**src/rtl/bwt_sched.sv**
```systemverilog
// Two-requester job scheduler in front of a BWT_transform core: round-robin accept, load, run, respond.
// Optional RUN timeout abort is compiled in with BWT_SCHED_TIMEOUT_EN.
//   state | meaning
//   IDLE  | core parked, waiting for a job
//   LOAD  | core held in reset with the job word applied
//   RUN   | core running, waiting for core_done
//   RESP  | result presented until consumer accepts
module bwt_sched #(
    parameter int LOAD_CYCLES    = 2,
    parameter int TIMEOUT_CYCLES = 64
) (
    input  logic        clk,
    input  logic        rst,
    input  logic        req0_valid,
    input  logic [31:0] req0_data,
    output logic        req0_ready,
    input  logic        req1_valid,
    input  logic [31:0] req1_data,
    output logic        req1_ready,
    output logic        resp_valid,
    input  logic        resp_ready,
    output logic        resp_id,
    output logic [31:0] resp_data,
    output logic        resp_err,
    output logic        core_rst,
    output logic [31:0] core_data_in,
    input  logic        core_done,
    input  logic [31:0] core_data_out,
    output logic        busy
);

    typedef enum logic [1:0] {IDLE, LOAD, RUN, RESP} state_t;

    localparam int MAX_CYC = (LOAD_CYCLES > TIMEOUT_CYCLES) ? LOAD_CYCLES : TIMEOUT_CYCLES;
    localparam int CW      = $clog2(MAX_CYC + 1);
    localparam logic [CW-1:0] LOAD_LAST = CW'(LOAD_CYCLES - 1);

    state_t      state, state_nxt;
    logic [CW-1:0] cnt;
    logic        last_grant;
    logic        take;
    logic        load_done;
    logic        timeout;
    logic [31:0] job_word;
    logic [31:0] data_q;
    logic        id_q;

    assign load_done = (cnt == LOAD_LAST);

`ifdef BWT_SCHED_TIMEOUT_EN
    localparam logic [CW-1:0] TO_LAST = CW'(TIMEOUT_CYCLES - 1);
    logic err_q;
    assign timeout  = (cnt == TO_LAST);
    assign resp_err = err_q;
`else
    assign timeout  = 1'b0;
    assign resp_err = 1'b0;
`endif

    // On contention the requester not granted last wins.
    always_comb begin
        req0_ready = 1'b0;
        req1_ready = 1'b0;
        if (state == IDLE) begin
            if (req0_valid && req1_valid) begin
                req0_ready = last_grant;
                req1_ready = !last_grant;
            end else begin
                req0_ready = req0_valid;
                req1_ready = req1_valid;
            end
        end
    end

    assign take = (req0_valid && req0_ready) || (req1_valid && req1_ready);

    always_comb begin
        state_nxt = state;
        case (state)
            IDLE:    if (take) state_nxt = LOAD;
            LOAD:    if (load_done) state_nxt = RUN;
            RUN:     if (core_done || timeout) state_nxt = RESP;
            RESP:    if (resp_ready) state_nxt = IDLE;
            default: state_nxt = IDLE;
        endcase
    end

    always_ff @(posedge clk) begin
        if (rst) state <= IDLE;
        else     state <= state_nxt;
    end

    always_ff @(posedge clk) begin
        if (rst) begin
            cnt        <= '0;
            last_grant <= 1'b1;
            job_word   <= '0;
            id_q       <= 1'b0;
            data_q     <= '0;
`ifdef BWT_SCHED_TIMEOUT_EN
            err_q      <= 1'b0;
`endif
        end else begin
            case (state)
                IDLE: if (take) begin
                    job_word   <= req1_ready ? req1_data : req0_data;
                    id_q       <= req1_ready;
                    last_grant <= req1_ready;
                    cnt        <= '0;
                end
                LOAD: cnt <= load_done ? '0 : cnt + CW'(1);
                RUN: begin
                    // core_done wins over a coincident timeout
                    if (core_done) begin
                        data_q <= core_data_out;
`ifdef BWT_SCHED_TIMEOUT_EN
                        err_q  <= 1'b0;
`endif
                    end else if (timeout) begin
                        data_q <= '0;
`ifdef BWT_SCHED_TIMEOUT_EN
                        err_q  <= 1'b1;
`endif
                    end
`ifdef BWT_SCHED_TIMEOUT_EN
                    cnt <= cnt + CW'(1);
`endif
                end
                default: ;
            endcase
        end
    end

    assign resp_valid   = (state == RESP);
    assign resp_id      = id_q;
    assign resp_data    = data_q;
    assign core_rst     = (state != RUN);
    assign core_data_in = job_word;
    assign busy         = (state != IDLE);

endmodule

```
**config.mk**
```make
export PLATFORM = sky130hd
export DESIGN_NAME = bwt_sched
export DESIGN_NICKNAME = d
export VERILOG_FILES = /design/src/rtl/bwt_sched.sv
export SDC_FILE = /design/constraint.sdc
export NUM_CORES = 1
export LEC_CHECK = 0
export BUFFER_PORTS_ARGS = -buffer_cell sky130_fd_sc_hd__buf_2
export CAP_MARGIN = 15
export CORE_ASPECT_RATIO = 1.2
export CORE_UTILIZATION = 47
export DETAILED_ROUTE_END_ITERATION = 8
export PLACE_DENSITY = 0.87
export SLEW_MARGIN = 10
export SYNTH_ARGS = -nofsm -noshare
export SYNTH_HDL_FRONTEND = slang
export SYNTH_SLANG_ARGS = --single-unit
```
**constraint.sdc**
```tcl
create_clock -name clk -period 5.1 [get_ports clk]
set_input_delay 1.02 -clock clk [delete_from_list [all_inputs] [get_ports clk]]
set_output_delay 1.02 -clock clk [all_outputs]
set_load 0.05 [all_outputs]
```
==> run summary <==
Worst hold path class = reg2reg
Critical Path RT = 4.08 ns
CTS resizes = 0
Vias in the first global route = 2,753
Design area = 4230 um^2
# hold bufs at CTS = 0
Row count = 32
Area delta synth->final = 36.5%
Via count = 3,008
Nets = 626
EDFF count, synth = 0
Clk buf depth = 2
H-tree levels = 3
Synth async-reset ratio = 0
Yosys reg bits = 75
Remaining Overflow, GRT = 0
Tcrit/Tclk final = 0.530
Final Skew = 0.0113 ns
Largest net degree at the start of global routing = 51
Global Route Usage Sum = 0.223
Syn Std Cell Area = 3100 um^2
Vias/cell = 4.95
Critical R2R Capture = core_data_in[29]$_SDFFE_PP0P_
Slew Viols, Final = 0
Worst-Margin Slew = 0.991 ns
Top cell type's share of synthesized area = 0.485
R2r worst-path depth = 7
Dominant cells by area after synthesis = dfxtp_1, mux2i_1, nand2_1
Worst setup EP type = output pin
Commonest cells post-synth = dfxtp_1, nand2_1, nor2_1
RSZ-0062 raised after global routing = false
Port Buffers = 171
Status = completed
Gate Count Post-Synth = 358
Initial drt markers = 60
Post-Route WL = 7510 um
# setup viols final = 0
ANT cells = 0
Flop-to-flop setup slack = 2.90 ns
Final Hold Vio Count = 0
Synth area leader = dfxtp_1
Worst flop-to-flop path startpoint = state[0]$_SDFFE_PP0P_
First-pass GRT wire length = 12,400 um
Sequential-to-total area share from yosys stat = 0.485
DP Wirelength = 5520 um
Critical path class = in2out
Setup_tns = 0 ns
Final Critical Period = 2.70 ns
Initial Util = 0.483
Initial antenna violation count = 0
DR pass1 iterations = 4
Post-CTS Setup Inserts = 0
Worst VDD drop = 0.000447 V
Syn_nets = 466
Post-route ant nets = 0
Worst Hold End = resp_data[31]$_SDFFE_PP0P_
Slew HR = 0.338
P_leak = 2.12 nW
Hold Path Depth = 2
F_max = 370 MHz
CP arrival = 1.68 ns
Share of cells above drive strength 1 = 0.373
Total CTS buffers = 9
Die X = 76.1 um
Die ar. = 6920 um^2
Startpoint Class = primary input
CTS root buf = clkbuf_8
CTS tree = built
Worst hold start = resp_data[31]$_SDFFE_PP0P_
Unique masters post-synth = 29
Most frequent cell after synthesis = dfxtp_1
Max Cap Viol = 0
RD Place Congestion = 0.760
Placeable Area = 6410 um^2
Num Clock Sinks = 75
DP Area = 3990 um^2
Yosys Warn Count = 0
CTS clk-pin slew, worst paths = 0.08 ns
Wire per inst = 12.4 um
Clk Latency, worst-skew pair = 0.34 ns
Fillers = 531
Dominant synthesized flop cell = dfxtp_1
Tot Pwr = 2.56 mW
Die height = 90.9 um
Pwr Density = 606 nW/um^2
CP max FO = 4
Mean Syn Cell Area = 8.65 um^2
Residual DRC = 0
IO Count = 173
[routing by layer]
| layer | vias up | part of all wire | track usage |
|---|---|---|---|
| li1 | 1537 | - | - |
| met1 | 1325 | 0.43 | 0.254 |
| met2 | 135 | 0.48 | 0.381 |
| met3 | 11 | 0.079 | 0.0616 |
| met4 | 0 | 0.016 | 0.112 |
| met5 | - | 0 | 0 |
[layout make-up]
type	count	area [um^2]	share of cell area
repair buffers	174	878	0.208
flip-flops and latches	75	1500	0.355
well taps	85	106	0.0252
clock buffers	12	155	0.0367
inverters	9	33.8	0.00800
multi-input cells	249	1480	0.350
clock inverters	4	72.6	0.0172
[per-stage QoR]
stage                     setup WS (ns)  std cells  hold slack, ns   util
final                              2.40        608           0.453  0.660
after global routing               2.33        608           0.470  0.660
after CTS                          2.38        608           0.455  0.659
after detailed placement           2.38        592           0.444  0.623
after global placement             2.41        592           0.439  0.623
after floorplan                    2.24        358           0.458      -
[worst max path at each step]
stage,end,startpoint
4_1_cts,req1_ready,req0_valid
6_report,req1_ready,req0_valid
2_1_floorplan,req0_ready,req0_valid
3_3_place_gp,req1_ready,req0_valid
5_1_grt,req0_ready,state[0]$_SDFFE_PP0P_
3_5_place_dp,req1_ready,req0_valid
[placed cells by master, fill, tap and decap left out, types with 2 or more instances in the layout]
| master | count |
|---|---|
| a211oi_1 | 32 |
| a21oi_1 | 36 |
| a22oi_1 | 2 |
| buf_2 | 171 |
| buf_4 | 3 |
| bufinv_16 | 2 |
| clkbuf_8 | 11 |
| dfxtp_1 | 75 |
| ha_1 | 6 |
| inv_1 | 9 |
| mux2i_1 | 32 |
| nand2_1 | 69 |
| nor2_1 | 44 |
| nor2_4 | 2 |
| nor4b_1 | 2 |
| o21ai_0 | 4 |
| xnor2_1 | 5 |
[sequential cells by signal, summed over array words and instances, names as in the netlist]
signal	count
cnt	7
resp_data	32
state	2
resp_id	1
core_data_in	32
last_grant	1
[power breakdown]
part / leakage [nW] / internal [mW] / switching (mW) / total, mW
clock network: 0.113 / 0.302 / 0.209 / 0.511
logic: 1.40 / 0.329 / 0.915 / 1.24
registers: 0.614 / 0.730 / 0.0731 / 0.804
[cell families (layout without fill, tap and decap cells)]
kind of cell,Yosys count,in the layout,synth area share
xor gates and xnor gates,5,5,0.0141
buffers and inverters,34,199,0.0441
and+or+nand+nor,126,126,0.166
AOI/OAI and AO/OA,79,79,0.162
other,1,1,0.00121
DFF,75,75,0.485
adders and majority gates,6,6,0.0243
muxes,32,32,0.103
[worst max-delay path, stage by stage]
cell and delay, ns:
buf_2 0.13, nand2_1 0.09, nand3_2 0.11, inv_1 0.07
buf_2 0.25
Note: power is estimated with default switching activity, not from simulation.
